## src/rtl/mem_port_arbiter.sv

```systemverilog
// mem_port_arbiter
// Shares one single-port synchronous memory between the instruction-fetch
// requester (I) and the data load/store requester (D) of the pipelined core.
// One transaction runs at a time: IDLE -> ISSUE -> (WAIT) -> RESP -> IDLE.
// D normally wins a conflict; a saturating starvation counter forces an I
// grant after STARVE_MAX consecutive D grants that found I waiting.
// All memory-side and response outputs are registered; the stall outputs
// are the only combinational outputs.

module mem_port_arbiter #(
    parameter int ADDR_W     = 32,
    parameter int DATA_W     = 32,
    parameter int LAT        = 2,
    parameter int STARVE_MAX = 4
) (
    input  logic              clk,
    input  logic              rst,        // asynchronous, active-low

    // fetch requester
    input  logic              i_req,
    input  logic [ADDR_W-1:0] i_addr,
    output logic [DATA_W-1:0] i_rdata,
    output logic              i_ready,

    // data requester
    input  logic              d_req,
    input  logic              d_we,
    input  logic [ADDR_W-1:0] d_addr,
    input  logic [DATA_W-1:0] d_wdata,
    output logic [DATA_W-1:0] d_rdata,
    output logic              d_ready,

    // memory side
    output logic              mem_en,
    output logic              mem_we,
    output logic [ADDR_W-1:0] mem_addr,
    output logic [DATA_W-1:0] mem_wdata,
    input  logic [DATA_W-1:0] mem_rdata,

    // pipeline hold requests
    output logic              stall_if,
    output logic              stall_mem
);

    // Counter widths: the starvation counter must hold STARVE_MAX, the wait
    // counter must hold LAT-1 (at least one bit even when LAT is 1).
    localparam int SC_W = (STARVE_MAX < 1) ? 1 : $clog2(STARVE_MAX + 1);
    localparam int WC_W = (LAT > 1) ? $clog2(LAT) : 1;

    localparam logic [SC_W-1:0] STARVE_LIMIT = SC_W'(STARVE_MAX);
    localparam logic [WC_W-1:0] WAIT_LOAD    = WC_W'(LAT - 1);

    localparam logic OWNER_I = 1'b0;
    localparam logic OWNER_D = 1'b1;

    typedef enum logic [1:0] {
        S_IDLE  = 2'd0,
        S_ISSUE = 2'd1,
        S_WAIT  = 2'd2,
        S_RESP  = 2'd3
    } state_e;

    // ------------------------------------------------------------------
    // State and latched request
    // ------------------------------------------------------------------
    state_e              state_q,  state_d;
    logic                owner_q,  owner_d;
    logic                we_q,     we_d;
    logic [ADDR_W-1:0]   addr_q,   addr_d;
    logic [DATA_W-1:0]   wdata_q,  wdata_d;
    logic [SC_W-1:0]     starve_q, starve_d;
    logic [WC_W-1:0]     wait_q,   wait_d;

    // Registered outputs
    logic                mem_en_q,    mem_en_d;
    logic                mem_we_q,    mem_we_d;
    logic [ADDR_W-1:0]   mem_addr_q,  mem_addr_d;
    logic [DATA_W-1:0]   mem_wdata_q, mem_wdata_d;
    logic [DATA_W-1:0]   i_rdata_q,   i_rdata_d;
    logic [DATA_W-1:0]   d_rdata_q,   d_rdata_d;
    logic                i_ready_q,   i_ready_d;
    logic                d_ready_q,   d_ready_d;

    // Arbitration decisions taken in IDLE this cycle
    logic                grant_i_s;
    logic                grant_d_s;

    // Next-state, arbitration, starvation tracking and output precomputation
    always_comb begin
        state_d     = state_q;
        owner_d     = owner_q;
        we_d        = we_q;
        addr_d      = addr_q;
        wdata_d     = wdata_q;
        starve_d    = starve_q;
        wait_d      = wait_q;
        i_rdata_d   = i_rdata_q;
        d_rdata_d   = d_rdata_q;
        grant_i_s   = 1'b0;
        grant_d_s   = 1'b0;

        case (state_q)
            S_IDLE: begin
                // I wins when alone, or when D has been favoured too often.
                if (i_req && (!d_req || (starve_q == STARVE_LIMIT))) begin
                    grant_i_s = 1'b1;
                    owner_d   = OWNER_I;
                    we_d      = 1'b0;
                    addr_d    = i_addr;
                    state_d   = S_ISSUE;
                end else if (d_req) begin
                    grant_d_s = 1'b1;
                    owner_d   = OWNER_D;
                    we_d      = d_we;
                    addr_d    = d_addr;
                    wdata_d   = d_wdata;
                    state_d   = S_ISSUE;
                end else begin
                    state_d   = S_IDLE;
                end
            end

            S_ISSUE: begin
                // Stores complete without a read return; loads wait LAT cycles.
                if (we_q) begin
                    state_d = S_RESP;
                end else begin
                    wait_d  = WAIT_LOAD;
                    state_d = S_WAIT;
                end
            end

            S_WAIT: begin
                // The last WAIT cycle is the one in which mem_rdata is valid.
                if (wait_q == {WC_W{1'b0}}) begin
                    if (owner_q == OWNER_D) begin
                        d_rdata_d = mem_rdata;
                    end else begin
                        i_rdata_d = mem_rdata;
                    end
                    state_d = S_RESP;
                end else begin
                    wait_d = wait_q - WC_W'(1);
                end
            end

            S_RESP: begin
                state_d = S_IDLE;
            end

            default: begin
                state_d = S_IDLE;
            end
        endcase

        // Count D grants that left a fetch waiting; any fetch grant or an
        // absent fetch request clears the history.
        if (grant_i_s) begin
            starve_d = {SC_W{1'b0}};
        end else if (!i_req) begin
            starve_d = {SC_W{1'b0}};
        end else if (grant_d_s && (starve_q != STARVE_LIMIT)) begin
            starve_d = starve_q + SC_W'(1);
        end else begin
            starve_d = starve_q;
        end

        // Memory strobe is a one-cycle pulse aligned with ISSUE; address and
        // write data are refreshed only when a new access is issued.
        mem_en_d = (state_d == S_ISSUE);
        mem_we_d = (state_d == S_ISSUE) && (owner_d == OWNER_D) && we_d;
        if (state_d == S_ISSUE) begin
            mem_addr_d  = addr_d;
            mem_wdata_d = wdata_d;
        end else begin
            mem_addr_d  = mem_addr_q;
            mem_wdata_d = mem_wdata_q;
        end

        // Ready pulse to the owner for the single RESP cycle.
        i_ready_d = (state_d == S_RESP) && (owner_q == OWNER_I);
        d_ready_d = (state_d == S_RESP) && (owner_q == OWNER_D);
    end

    // State, latched request and registered outputs; reset discards any access in flight
    always_ff @(posedge clk or negedge rst) begin
        if (!rst) begin
            state_q     <= S_IDLE;
            owner_q     <= OWNER_I;
            we_q        <= 1'b0;
            addr_q      <= {ADDR_W{1'b0}};
            wdata_q     <= {DATA_W{1'b0}};
            starve_q    <= {SC_W{1'b0}};
            wait_q      <= {WC_W{1'b0}};
            mem_en_q    <= 1'b0;
            mem_we_q    <= 1'b0;
            mem_addr_q  <= {ADDR_W{1'b0}};
            mem_wdata_q <= {DATA_W{1'b0}};
            i_rdata_q   <= {DATA_W{1'b0}};
            d_rdata_q   <= {DATA_W{1'b0}};
            i_ready_q   <= 1'b0;
            d_ready_q   <= 1'b0;
        end else begin
            state_q     <= state_d;
            owner_q     <= owner_d;
            we_q        <= we_d;
            addr_q      <= addr_d;
            wdata_q     <= wdata_d;
            starve_q    <= starve_d;
            wait_q      <= wait_d;
            mem_en_q    <= mem_en_d;
            mem_we_q    <= mem_we_d;
            mem_addr_q  <= mem_addr_d;
            mem_wdata_q <= mem_wdata_d;
            i_rdata_q   <= i_rdata_d;
            d_rdata_q   <= d_rdata_d;
            i_ready_q   <= i_ready_d;
            d_ready_q   <= d_ready_d;
        end
    end

    assign mem_en    = mem_en_q;
    assign mem_we    = mem_we_q;
    assign mem_addr  = mem_addr_q;
    assign mem_wdata = mem_wdata_q;
    assign i_rdata   = i_rdata_q;
    assign d_rdata   = d_rdata_q;
    assign i_ready   = i_ready_q;
    assign d_ready   = d_ready_q;

    // A requester is held until the cycle its ready pulse appears.
    assign stall_if  = i_req & ~i_ready_q;
    assign stall_mem = d_req & ~d_ready_q;

endmodule

```

## config.mk

```make
export PLATFORM = sky130hd
export DESIGN_NAME = mem_port_arbiter
export DESIGN_NICKNAME = d
export VERILOG_FILES = /design/src/rtl/mem_port_arbiter.sv
export SDC_FILE = /design/constraint.sdc
export NUM_CORES = 1
export LEC_CHECK = 0
export ABC_AREA = 0
export BUFFER_PORTS_ARGS = -buffer_cell sky130_fd_sc_hd__buf_4
export CAP_MARGIN = 20
export CORE_UTILIZATION = 30
export CTS_CLUSTER_DIAMETER = 100
export DETAILED_ROUTE_END_ITERATION = 10
export SYNTH_ARGS = -nofsm -noshare
export SYNTH_HDL_FRONTEND = slang
export SYNTH_SLANG_ARGS = --single-unit
```

## constraint.sdc

```tcl
create_clock -name clk -period 2 [get_ports clk]
set_input_delay 0.2 -clock clk [delete_from_list [all_inputs] [get_ports clk]]
set_output_delay 0.2 -clock clk [all_outputs]
set_load 0.01 [all_outputs]
```

; ---- Word level (Yosys, flattened, before mapping)
; Cells that the tools add are included.
[totals]
inputBits = 133
out_inout_bits = 134
elab_cells = 73
regBits = 204
[classes]
n_bitwise = 6
n_reduce_logical = 13
eq_ne = 9
muxes = 28
add_sub_neg = 2
[ops]
columns = cell, n
row1 = 2-to-1 mux 32 bit, 6
row2 = 2-to-1 mux 1 bit, 16
row3 = 2-to-1 mux 3 bit, 3
row4 = case mux 2 bit (4 select lines), 1
row5 = == test 2 bit (second input constant), 3
row6 = logical AND 1 bit, 6
row7 = AND reduction 3 bit, 2
row8 = == test 2 x 1 -> 1 bit (second input constant), 2
row9 = NOT 1 bit, 4
row10 = adder 3 x 1 -> 3 bit (second input constant), 1
row11 = == test 3 bit (second input constant), 1
row12 = != test 3 x 1 -> 1 bit (second input constant), 1
row13 = != test 3 bit (second input constant), 1
row14 = bitwise AND 1 bit, 2
row15 = logical NOT 2 bit, 1
row16 = 2-to-1 mux 2 bit, 1
row17 = != test 2 bit (second input constant), 1
row18 = case mux 1 bit (2 select lines), 1
row19 = AND reduction 2 bit, 1
row20 = nonzero test 2 bit, 1
row21 = logical NOT 1 bit, 1
row22 = logical OR 1 bit, 1
row23 = subtractor 1 bit (second input constant), 1

; ---- Longest topological paths before layout
[depth]
depth_word = 9
ltp_mapped = 8

; ---- Worst setup path after synthesis
; Ideal clock, no wire load.
[synth_path]
kind = reg2reg
startpoint = register state_q[0]
endpoint = register mem_addr_q[0], in the netlist mem_addr[0]
t_arrival_ps = 1820
path_slack_ps = 55
path_buffers = 2
stages_incl_launch_ff = 8
path_cell_list = dfrtp_1 inv_1 ha_1 o21ai_0 a221oi_2 buf_2 buf_4 mux2_2
[synth_between]
elab_chain_len = 3
elab_cells_between_ends = 8
classes_between = eq/ne: 4 / mux: 3 / reduce/logical: 1
[synth_rtl]
columns = element, line_no
row1 = from (decl), 66  ; state_e state_q, state_d;
row2 = from (signal assigned), 204  ; state_q <= state_d;
row3 = == test 2 bit (tied with other cells), 102  ; case (state_q)
row4 = case mux 2 bit (4 select lines), 102
row5 = == test 2 x 1 -> 1 bit, 172  ; if (state_d == S_ISSUE) begin
row6 = to (signal assigned), 197  ; mem_addr_q <= {ADDR_W{1'b0}};
row7 = to (signal assigned), 213  ; mem_addr_q <= mem_addr_d;
row8 = to (decl), 77  ; logic [ADDR_W-1:0] mem_addr_q, mem_addr_d;
; Several ways; a longest one is shown, not always the timed one.
; A chain may end at the register's enable or synchronous reset.

; ---- Final worst setup path
; Same ends and word-level chain as after synthesis.

==> results.md <==
- Status: finished, violations left
- Failing checks: design-rule violations
- Area of the multi-input gates: 2820 µm²
- CTS sink count: 204
- Fin crit share: 0.974
- Final #Nets: 1,065
- Max-slew violation count: 0
- Syn avg cell area: approximately 16 µm²
- TritonCTS clock tree: built
- I/O Pins: 267
- Worst VDD drop: 0.000883 V
- Cell Area, Placed: between 10,000 and 15,000 µm²
- Hold Violations, Final: 0
- Setup violations, final: 0
- Dpl cells: 1,099
- DRC viols: 13
- Most frequent cells in the layout: buf_4 (274), dfrtp_1 (204), mux2_2 (132)
- Gp weighted congestion: ~0.74
- Clock transition at the registers of the reported paths: about 0.06 ns
- Yosys top cell by area: dfrtp_1
- Fin Hold WS: 0.0442 ns
- Core area: 26,200 µm²
- Worst slack at placement: -0.00917 ns
- Pleak: 5.81 nW
- Hold Startpoint: d_req
- Number of port buffers: roughly 270
- Post-synthesis sequential area ratio: 0.634
- Antenna Cells: 0
- All-layer global routing usage: 0.150
- Syn_nets: 640
- Routed Antenna Nets: 0
- Drt via density: 4.47
- Clock Path Buffers: 3
- Fin cells: between 1,000 and 1,500
- Number of buffers created by CTS: 25
- Setup ws final: 0.0527 ns
- Initial antenna violation count: 0
- Syn Inst Count: 501
- Top post-synthesis cells by area: dfrtp_1 (63%), mux2_2 (18%), mux2_4 (5.2%), o221a_2 (4.5%), nand2b_1 (2.6%)
- Setup crit start kind: flip-flop
- Max-Cap Viols: 0
- Internal: about 15 mW
- DP HPWL: 13,700 µm
- Power Dens Cells: 1650 nW/µm²
- Sw Ratio: 0.306
- DR vias: 5,696
- Die Span Y: ~170 µm
- Comb pwr share: 0.463
- Critical path startpoint: state_q[0]
- Die W: 166 µm
- Die ar.: 27,500 µm²
- R2R Setup Slk: 0.05 ns
- Mapped Area: 8050 µm²
- First-pass GRT wire length: 33,200 µm
- Slew margin rel.: 0.669
- Register area: 5100 µm²
- Yosys warns: 0
- Iter 0 DRT Violations: 309
- Skew-Pair Late Insertion Delay: 0.51 ns
- Clock skew: roughly 0.017 ns
- Maximum number of pins on one net before global-route repair: 57
- Crit path DAT: 2.34 ns
- Root buffer cell: clkbuf_16
- Clock share of power: 0.201
- Area growth syn-to-layout: 60.2%
- Wire length per cell: 16.5 µm
- Fmax: 514 MHz
- First-pass DRT Iterations: 10
- R2R cell count: 7
- Synth top area share: 0.634
- P_sw: 6.51 mW
- FP Rows: 59
- Grt ovf: 0
- Crit Path Category: reg -> reg
- Initial Util: 0.307
- Crit path capture type: flip-flop
- Worst r2r src: state_q[0]
- Most common cell after layout, fill and taps aside: buf_4
- Vias in the first global route: 6,173
- H-tree Lvls: 1
- Synth Register Bits: 204
- Sequential fraction of design power: 0.335
- Yosys cell types: 30
- Fraction of layout cells with a size suffix above 1: 0.570
- Hold depth: 3
- R2r endpoint: mem_addr[0]
- Worst Hold Class: in -> reg
- Worst path required time: 2.39 ns
- Final min period: a little under 2 ns
- Max FO, Critical Path: 8
- Hold Path Sink: starve_q[2]
- Final instance area: 12,900 µm²
- Worst Tran Pin Value: about 0.50 ns
- Final setup TNS: 0 ns
- # fillers: around 2,200
- Routed wire length: about 21,000 µm
## power by group through the flow
stage	clock network, mW	registers (mW)	logic, mW
2_1_floorplan	0	7.71	4.73
3_3_place_gp	0	7.18	9.27
3_5_place_dp	0	7.19	9.40
4_1_cts	4.45	7.14	9.64
5_1_grt	4.61	7.39	10.5
6_report	4.29	7.14	9.85
## synth_stat cells
library cell	count
a21bo_2	1
a21boi_0	4
a21o_1	1
a21oi_1	1
a221oi_2	1
a22o_1	1
a22oi_1	1
and2_1	1
and3_1	3
and3b_1	1
buf_1	3
buf_2	10
buf_4	4
buf_6	4
clkbuf_1	6
dfrtp_1	204
ha_1	6
inv_1	5
mux2_2	132
mux2_4	28
nand2_1	2
nand2b_1	33
nand3_1	6
nand4b_1	1
nor2_1	2
nor2b_1	2
nor3b_1	1
o21ai_0	4
o21ai_1	1
o221a_2	32
## final cells by class
| class | instances | area share |
|---|---|---|
| multi-input combinational | 265 | 0.218 |
| timing repair buffer | 425 | 0.291 |
| sequential | 204 | 0.396 |
| clock buffer | 30 | 0.0515 |
| inverter | 5 | 0.00146 |
| tap | 335 | 0.0325 |
| clock inverter | 11 | 0.00912 |
## kinds of logic (layout without fill, tap and decap cells)
logic type / Yosys count / after routing / share of synthesized area
flip-flops: 204 / 204 / 0.634
adder cells (fa/ha/maj): 6 / 6 / 0.00933
buffers and inverters: 32 / 471 / 0.0221
AO/OA/AOI/OAI: 47 / 47 / 0.0583
AND/OR/NAND/NOR: 52 / 52 / 0.0390
multiplexers: 160 / 160 / 0.237
## sequential cells by signal, indices dropped and copies added, names as in the netlist, 2 cells and up
register,flops
state_q,2
starve_q,3
mem_wdata,32
addr_q,32
d_rdata,32
wdata_q,32
mem_addr,32
i_rdata,32
## worst max-delay path: stages (launching register included)
cell	delay, ns
dfrtp_1	0.39
inv_2	0.08
ha_2	0.20
buf_4	0.14
a221oi_4	0.30
buf_6	0.22
clkbuf_16	0.18
mux2_2	0.33
## routing by layer
metal	global-route usage	routed length [µm]
met1	0.188	8880
met2	0.256	10300
met3	0.0331	1160
met4	0.0528	724
met5	0	0
## metrics by stage
stage                util  total power, mW
finish              0.492             21.3
global route        0.492             22.5
CTS                 0.488             21.2
detailed placement  0.408             16.6
global placement    0.408             16.4
floorplan               -             12.4
## repair_timing
item | 4_1_cts | 5_1_grt
gates cloned | 0 | 2
resized for setup | 1 | 11
setup endpoints to repair | 54 | 64
pin swaps | 0 | 1
endpoints found under the hold margin | 183 | 0
hold buffers | 131 | 0
buffers inserted | 0 | 2
## worst max-delay path by stage
stage	end	slack, ns	cells after the start
after floorplan	mem_addr[0]	0.05	7
after global routing	mem_addr[0]	-0.01	7
after CTS	mem_addr[12]	-0.0008	7
after global placement	mem_addr[8]	0.06	7
after detailed placement	mem_addr[12]	-0.009	7
final	mem_addr[0]	0.05	7
Power figures use the tool's default switching activity.
